`src/rtl/pwm_audio_decoder.sv`:
```
// Receive-side decoder for the 1-bit APU sound line.
// Recovers the per-window high count (level) and the rising-edge period (pitch).
module pwm_audio_decoder #(
    parameter int WINDOW_LOG2 = 8,
    parameter int PERIOD_BITS = 16,
    parameter int SYNC_STAGES = 2
) (
    input  logic                   clk,
    input  logic                   reset,
    input  logic                   sound_in,
    output logic [WINDOW_LOG2:0]   duty_out,
    output logic                   duty_valid,
    output logic [PERIOD_BITS-1:0] period_out,
    output logic                   period_valid,
    output logic                   period_overflow,
    output logic                   silent
);

    localparam logic ST_IDLE    = 1'b0;
    localparam logic ST_MEASURE = 1'b1;

    logic [SYNC_STAGES-1:0] r_sync;
    logic                   r_s_d;
    logic                   w_s;
    logic                   w_rise;

    assign w_s    = r_sync[SYNC_STAGES-1];
    assign w_rise = w_s & ~r_s_d;

    always_ff @(posedge clk) begin
        if (reset) begin
            r_sync <= '0;
            r_s_d  <= 1'b0;
        end else begin
            r_sync[0] <= sound_in;
            for (int i = 1; i < SYNC_STAGES; i++)
                r_sync[i] <= r_sync[i-1];
            r_s_d <= w_s;
        end
    end

    // Window path: the last cycle's sample is folded into duty directly so the
    // accumulator never has to hold the full-scale value.
    logic [WINDOW_LOG2-1:0] r_win_cnt;
    logic [WINDOW_LOG2-1:0] r_high_acc;
    logic                   r_edge_seen;
    logic [WINDOW_LOG2:0]   r_duty;
    logic                   r_duty_valid;
    logic                   r_silent;
    logic                   w_win_last;

    assign w_win_last = &r_win_cnt;

    always_ff @(posedge clk) begin
        if (reset) begin
            r_win_cnt    <= '0;
            r_high_acc   <= '0;
            r_edge_seen  <= 1'b0;
            r_duty       <= '0;
            r_duty_valid <= 1'b0;
            r_silent     <= 1'b1;
        end else begin
            r_win_cnt    <= r_win_cnt + 1'b1;
            r_duty_valid <= 1'b0;
            if (w_win_last) begin
                r_duty       <= {1'b0, r_high_acc} + (WINDOW_LOG2+1)'(w_s);
                r_silent     <= ~(r_edge_seen | w_rise);
                r_duty_valid <= 1'b1;
                r_high_acc   <= '0;
                r_edge_seen  <= 1'b0;
            end else begin
                r_high_acc  <= r_high_acc + WINDOW_LOG2'(w_s);
                r_edge_seen <= r_edge_seen | w_rise;
            end
        end
    end

    // Period path: after an overflow the next rise only re-arms the counter.
    logic                   r_state;
    logic [PERIOD_BITS-1:0] r_per_cnt;
    logic [PERIOD_BITS-1:0] r_period;
    logic                   r_period_valid;
    logic                   r_period_ovf;

    always_ff @(posedge clk) begin
        if (reset) begin
            r_state        <= ST_IDLE;
            r_per_cnt      <= '0;
            r_period       <= '0;
            r_period_valid <= 1'b0;
            r_period_ovf   <= 1'b0;
        end else begin
            r_period_valid <= 1'b0;
            r_period_ovf   <= 1'b0;
            if (r_state == ST_IDLE) begin
                if (w_rise) begin
                    r_per_cnt <= PERIOD_BITS'(1);
                    r_state   <= ST_MEASURE;
                end
            end else begin
                if (w_rise) begin
                    r_period       <= r_per_cnt;
                    r_period_valid <= 1'b1;
                    r_per_cnt      <= PERIOD_BITS'(1);
                end else if (&r_per_cnt) begin
                    r_period_ovf <= 1'b1;
                    r_per_cnt    <= '0;
                    r_state      <= ST_IDLE;
                end else begin
                    r_per_cnt <= r_per_cnt + 1'b1;
                end
            end
        end
    end

    assign duty_out        = r_duty;
    assign duty_valid      = r_duty_valid;
    assign silent          = r_silent;
    assign period_out      = r_period;
    assign period_valid    = r_period_valid;
    assign period_overflow = r_period_ovf;

endmodule

```
`config.mk`:
```
export PLATFORM = sky130hd
export DESIGN_NAME = pwm_audio_decoder
export DESIGN_NICKNAME = d
export VERILOG_FILES = /design/src/rtl/pwm_audio_decoder.sv
export SDC_FILE = /design/constraint.sdc
export NUM_CORES = 1
export LEC_CHECK = 0
export BUFFER_PORTS_ARGS = -buffer_cell sky130_fd_sc_hd__buf_4
export CAP_MARGIN = 20
export CELL_PAD_IN_SITES_DETAIL_PLACEMENT = 0
export CELL_PAD_IN_SITES_GLOBAL_PLACEMENT = 1
export CORE_AREA = 4 4 88 90
export CTS_CLUSTER_DIAMETER = 150
export DETAILED_ROUTE_END_ITERATION = 10
export DIE_AREA = 0 0 92 94
export MAX_ROUTING_LAYER = met4
export PLACE_DENSITY_LB_ADDON = 0.1
export SLEW_MARGIN = 5
export SYNTH_ARGS = -nofsm -noshare
export SYNTH_HDL_FRONTEND = slang
export SYNTH_SLANG_ARGS = --single-unit
```
`constraint.sdc`:
```
create_clock -name clk -period 1.7 [get_ports clk]
set_input_delay 0.17 -clock clk [delete_from_list [all_inputs] [get_ports clk]]
set_output_delay 0.17 -clock clk [all_outputs]
set_load 0.1 [all_outputs]
```
==> reports/qor.csv, run 1 <==
stage,metric,value,unit
detailed_routing,ant_nets,0,
worst_hold_path,hold_path.class,in2reg,
worst_setup_path,cp.arrival,1.91,ns
place,portBuffers,31,
synthesis,yosys_warnings,0,
detailed_routing,dr.first_iter.drc_count,83,
clock_tree,clk_pin_slew,0.08,ns
floorplanning,start_util,37.5,%
synthesis,yosys_register_bits,66,
pwr,p_per_area,853,mW/mm²
place,dp_hpwl,4240,µm
timing,relSlewSlack,75.5,%
timing,post-route-period-util,95.6,%
synthesis,synth_edf_count,0,
layout,nFillCells,731,
worst_setup_path,criticalPathCategory,reg2reg,
synthesis,netlist.top_cell.by_area,dfxtp_1,
place,post_dp_cell_area,0.00315,mm²
job,maxCapViolations,0,
clock_tree,tritoncts,yes,
clock_tree,cts_buffer_depth,2,
floorplanning,fp.dieW,92,µm
layout,fin_nets,366,
synthesis,synth_top_area_share,49.9,%
timing,fin_worst_skew,0.00982,ns
detailed_routing,vias,2235,
pwr,p_leak,1.23,nW
global_routing,grt_pass1_vias,2158,
global_routing,antenna_found_initial,0,
timing,hold_violations,0,
synthesis,seq_area_frac_synth,49.9,%
layout,register_area,0.00133,mm²
layout,syn2layout_area_growth,26.9,%
floorplanning,die_y,94,µm
synthesis,postSynthAreaPerCell,8.65,µm²
synthesis,ys_top_cells_by_area,"dfxtp_1 50%, nand2_1 6.7%, a21oi_1 5.7%",
synthesis,postSynthCellCount,306,
worst_setup_path,crit_path_end_kind,register,
worst_setup_path,r2r_cells,5,
layout,mostFrequentLayoutCells,"63 x dfxtp_1, 59 x buf_4, 47 x nand2_1",
worst_setup_path,worstPathRequired,1.98,ns
timing,worstMarginPinSlew,0.367,ns
clock_tree,ctsHoldBuffers,0,
timing,setup_viol,0,
clock_tree,numCtsBuffers,9,
timing,max_freq,615,MHz
synthesis,synth_cell_type_count,42,
floorplanning,io-pin-count,32,
timing,tns,0,ns
detailed_routing,viasPerCell,4.83,
clock_tree,htreeDepth,3,
global_routing,gr-usage-all-layers,14.9,%
synthesis,ys.flop_type,dfxtp_1,
detailed_routing,routedWlPerCell,12.8,µm
worst_setup_path,cp_max_fo,5,
clock_tree,clk_latency,0.34,ns
timing,finalCriticalPeriod,1.63,ns
worst_hold_path,hold_depth,2,
global_routing,grt_overflow,0,
layout,drive_gt1_share,24.7,%
floorplanning,dieArea,0.00865,mm²
clock_tree,cts_sinks,66,
detailed_routing,routed_wl,5930,µm
pwr,vdd_drop_max,0.000403,V
timing,maxSlewViolCount,0,
floorplanning,core_area,0.00706,mm²
synthesis,synth_nets,313,
floorplanning,rows,31,
detailed_routing,route.detailed.drc,0,
detailed_routing,drt_first_pass_iters,4,
place,place.gp.congestion,0.790,
synthesis,async_flop_share,0,%
layout,layout_commonest_cell,dfxtp_1,
synthesis,synth_area,0.00265,mm²
layout,fin_area,0.00336,mm²
global_routing,grt_max_degree,36,
layout,multi_input_area,0.00122,mm²
layout,antenna_cells,0,
clock_tree,cts_root_buf,clkbuf_8,
worst_setup_path,critPathLaunchType,register,
status,status,finished clean,
global_routing,grt_pass1_wl,9920,µm
logic make-up after synthesis:
kind of cell / synth area share, %
multiplexers: 0.756
AND/OR/NAND/NOR: 26.4
XOR/XNOR: 4.30
flip-flops: 49.9
AO/OA/AOI/OAI: 12.5
adder cells (fa/ha/maj): 1.89
buffers and inverters: 4.25
path summary, 6_finish.rpt:
kind,startpoint,end,slack (ns)
setup / recovery,r_per_cnt[1]$_SDFFE_PP0P_,r_per_cnt[8]$_SDFFE_PP0P_,0.07
hold / removal,sound_in,r_sync[0]$_SDFF_PP0_,0.04
setup reg to reg,r_per_cnt[1]$_SDFFE_PP0P_,r_per_cnt[8]$_SDFFE_PP0P_,0.07
hold reg to reg,r_sync[0]$_SDFF_PP0_,r_sync[1]$_SDFF_PP0_,0.44
area by class of cell:
class                           count  share of cell area (%)
Clock buffer                       10                    4.10
Sequential cell                    66                    39.4
Inverter                            7                   0.782
Clock inverter                      6                    1.23
Tap cell                           99                    3.69
Timing Repair Buffer               61                    14.4
Multi-Input combinational cell    214                    36.4
what timing repair did:
action | in CTS | in global routing
hold endpoints to repair | 0 | 0
pin swaps | 1 | 3
endpoints found under the setup margin | 1 | 2
gates resized for setup | 2 | 4
setup buffers | 2 | 0
state kept, by name, indices dropped and copies added, names as in the netlist:
register	count
period_valid	1
r_edge_seen	1
r_state	1
period_overflow	1
duty_valid	1
r_win_cnt	8
silent	1
duty_out	9
period_out	16
r_per_cnt	16
r_sync	2
r_high_acc	8
r_s_d	1
power breakdown:
part	switching (W)	internal (W)	leakage (nW)
clock	0.000623	0.000568	0.0847
combinational	0.0000627	0.0000399	0.616
sequential	0.00000907	0.00156	0.535
layer usage:
metal / track usage [%] / vias to the layer above / share of wire [%]
met5: - / - / 0
met4: 6.81 / 0 / 1.4
met3: 3.93 / 8 / 3.5
met2: 25.7 / 44 / 51
met1: 16.2 / 1017 / 44
li1: - / 1166 / -
synthesized netlist by cell type, types with 2 or more instances:
master    number
nand2_1       47
or3_1          7
a31oi_1        3
a21oi_1       30
and3_1         4
dfxtp_1       66
nand3_1       14
and4_1         4
and2_1         2
nand3b_1       2
or2_2          2
buf_2          5
clkbuf_1      11
buf_4          2
a211oi_1       7
mux2i_1        2
o21ai_0        6
xor2_1         8
xnor2_1        5
ha_1           4
o211ai_1       4
nand4b_1       3
nand4_1        8
nor2b_1        6
inv_1          7
nor4_1         2
nor3_1         2
nor2_1        29
critical path, stage by stage (launching register included):
cell	delay, ns
dfxtp_2	0.34
ha_2	0.17
and4_4	0.23
nand2_1	0.07
or4b_2	0.62
a21oi_2	0.13
through the flow:
step	setup slack, ns	utilization (%)	hold slack [ns]	power [W]	instances
2_1_floorplan	0.00314	-	0.298	0.00167	306
3_3_place_gp	0.0147	44.7	0.384	0.00171	445
3_5_place_dp	-0.00590	44.7	0.392	0.00171	445
4_1_cts	0.0348	47.5	0.0340	0.00290	463
5_1_grt	-0.00920	47.6	0.0328	0.00299	463
6_report	0.0740	47.6	0.0436	0.00286	463
Note: power is estimated with default switching activity, not from simulation.
==> inputs of run 2 (changes only) <==
--- a/config.mk
+++ b/config.mk
@@ -9,12 +9,13 @@
 export CAP_MARGIN = 20
 export CELL_PAD_IN_SITES_DETAIL_PLACEMENT = 0
 export CELL_PAD_IN_SITES_GLOBAL_PLACEMENT = 1
-export CORE_AREA = 4 4 88 90
+export CORE_AREA = 5 5 88 90
 export CTS_CLUSTER_DIAMETER = 150
 export DETAILED_ROUTE_END_ITERATION = 10
-export DIE_AREA = 0 0 92 94
+export DIE_AREA = 0 0 93 95
 export MAX_ROUTING_LAYER = met4
 export PLACE_DENSITY_LB_ADDON = 0.1
+export RECOVER_POWER = 50
 export SLEW_MARGIN = 5
 export SYNTH_ARGS = -nofsm -noshare
 export SYNTH_HDL_FRONTEND = slang
==> constraint.sdc (replaced) <==
create_clock -name clk -period 1.95 [get_ports clk]
set_input_delay 0.195 -clock clk [delete_from_list [all_inputs] [get_ports clk]]
set_output_delay 0.195 -clock clk [all_outputs]
set_load 0.1 [all_outputs]
==> run 2 against run 1 <==
Net effect: setup slack better by 0.097 ns; critical path depth up 1; total power down 14%; clock skew up 0.00076 ns; first-iteration DRC count up 65%; non-clock buffer count down 13; critical path type unchanged; highest routed layer unchanged.
==> reports/qor.csv, run 2 (same netlist as run 1, synthesis figures left out) <==
stage,metric,value,unit
status,status,finished clean,
floorplanning,start_util,37.9,%
worst_setup_path,worstPathRequired,2.21,ns
floorplanning,rows,31,
global_routing,grt_overflow,0,
clock_tree,postCtsSetupBuffers,0,
detailed_routing,routedWlPerCell,13.7,µm
detailed_routing,ant_nets,0,
layout,multi_input_area,0.00121,mm²
worst_setup_path,cp.arrival,2.04,ns
clock_tree,cts_buffer_depth,2,
global_routing,gr-usage-all-layers,14.8,%
timing,tns,0,ns
layout,fin_nets,353,
floorplanning,die_y,95,µm
timing,max_freq,562,MHz
floorplanning,dieArea,0.00884,mm²
timing,finalCriticalPeriod,1.78,ns
clock_tree,htreeDepth,3,
global_routing,grt_pass1_wl,9940,µm
layout,fin_cells,432,
worst_setup_path,cp_max_fo,7,
detailed_routing,dr.first_iter.drc_count,137,
detailed_routing,top_layer,met4,
detailed_routing,routed_wl,5940,µm
place,dp_hpwl,4220,µm
layout,antenna_cells,0,
detailed_routing,wl_met2,2960,µm
worst_setup_path,critPathLaunchType,register,
pwr,vdd_drop_max,0.000447,V
floorplanning,core_area,0.00698,mm²
layout,drive_gt1_share,18.9,%
detailed_routing,vias,2182,
worst_hold_path,hold_path.class,in2reg,
layout,mostFrequentLayoutCells,"66 x dfxtp_1, 47 x nand2_1, 30 x a21oi_1, 30 x clkbuf_2, 29 x nor2_1",
clock_tree,numCtsBuffers,9,
clock_tree,tritoncts,yes,
layout,fin_area,0.00312,mm²
global_routing,antenna_found_initial,0,
timing,relSlewSlack,16.8,%
place,dp.cells,417,
detailed_routing,wirelength_met1,2730,µm
floorplanning,fp.dieW,93,µm
layout,nFillCells,738,
layout,final_util,44.6,%
timing,maxSlewViolCount,0,
place,portBuffers,31,
worst_setup_path,crit_path_end_kind,register,
job,maxCapViolations,0,
timing,fin_worst_skew,0.0106,ns
place,place.gp.congestion,0.820,
clock_tree,ctsHoldBuffers,0,
timing,post-route-period-util,91.2,%
clock_tree,cts_sinks,66,
place,post_dp_cell_area,0.00302,mm²
clock_tree,clk_latency,0.34,ns
global_routing,grt_pass1_vias,2122,
floorplanning,io-pin-count,32,
layout,layout_commonest_cell,dfxtp_1,
pwr,p_leak,1.14,nW
timing,rsz0062_at_grt,no,
timing,worstMarginPinSlew,1.25,ns
global_routing,grt_max_degree,29,
worst_setup_path,criticalPathCategory,reg2reg,
detailed_routing,met3_length,174,µm
timing,hold_violations,0,
pwr,p_per_area,794,mW/mm²
layout,syn2layout_area_growth,17.7,%
detailed_routing,route.detailed.drc,0,
layout,register_area,0.00132,mm²
clock_tree,cts_root_buf,clkbuf_8,
clock_tree,clk_pin_slew,0.07,ns
clock_tree,cts-resized-gates,0,
detailed_routing,drt_first_pass_iters,4,
timing,setup_viol,0,
detailed_routing,viasPerCell,5.05,
[run 2: through the flow]
step                hold WS [ns]  setup slack, ns  power [W]
floorplan                  0.323            0.241    0.00146
global placement           0.414            0.240    0.00149
detailed placement         0.420            0.192    0.00149
CTS                       0.0705            0.182    0.00251
global route              0.0665           0.0599    0.00259
finish                    0.0807            0.171    0.00247
[run 2: where the power goes]
part / internal (W) / total [W] / switching (W)
clock: 0.000523 / 0.00102 / 0.000500
combinational: 0.0000275 / 0.0000815 / 0.0000539
sequential: 0.00136 / 0.00137 / 0.00000828
[run 2: metal layers]
metal	track usage, %	vias up
met3	4.54	7
li1	-	1140
met2	24.7	28
met4	4.40	0
met1	17.1	1007
met5	-	-
[run 2: path summary, 6_finish.rpt]
path / startpoint / endpoint / slack, ns / cells past startpoint
max: r_per_cnt[0]$_SDFFE_PP0P_ / r_per_cnt[11]$_SDFFE_PP0P_ / 0.17 / 6
min: sound_in / r_sync[0]$_SDFF_PP0_ / 0.08 / 2
min reg2reg: r_sync[0]$_SDFF_PP0_ / r_sync[1]$_SDFF_PP0_ / 0.44 / 1
max reg2reg: r_per_cnt[0]$_SDFFE_PP0P_ / r_per_cnt[11]$_SDFFE_PP0P_ / 0.17 / 6
[run 2: area by class of cell]
cell class	instances	share of cell area (%)
Sequential cell	66	42.4
Multi-Input combinational cell	214	38.9
Timing Repair Buffer	48	9.03
Clock buffer	13	5.10
Tap cell	82	3.29
Inverter	7	0.843
Clock inverter	2	0.401
[run 2: worst max-delay path: stages (launching register included)]
cell and delay [ns]:
dfxtp_1 0.32, ha_1 0.22, and4_1 0.26, nand4_1 0.13, buf_4 0.17, or4b_1 0.44, a31oi_1 0.17
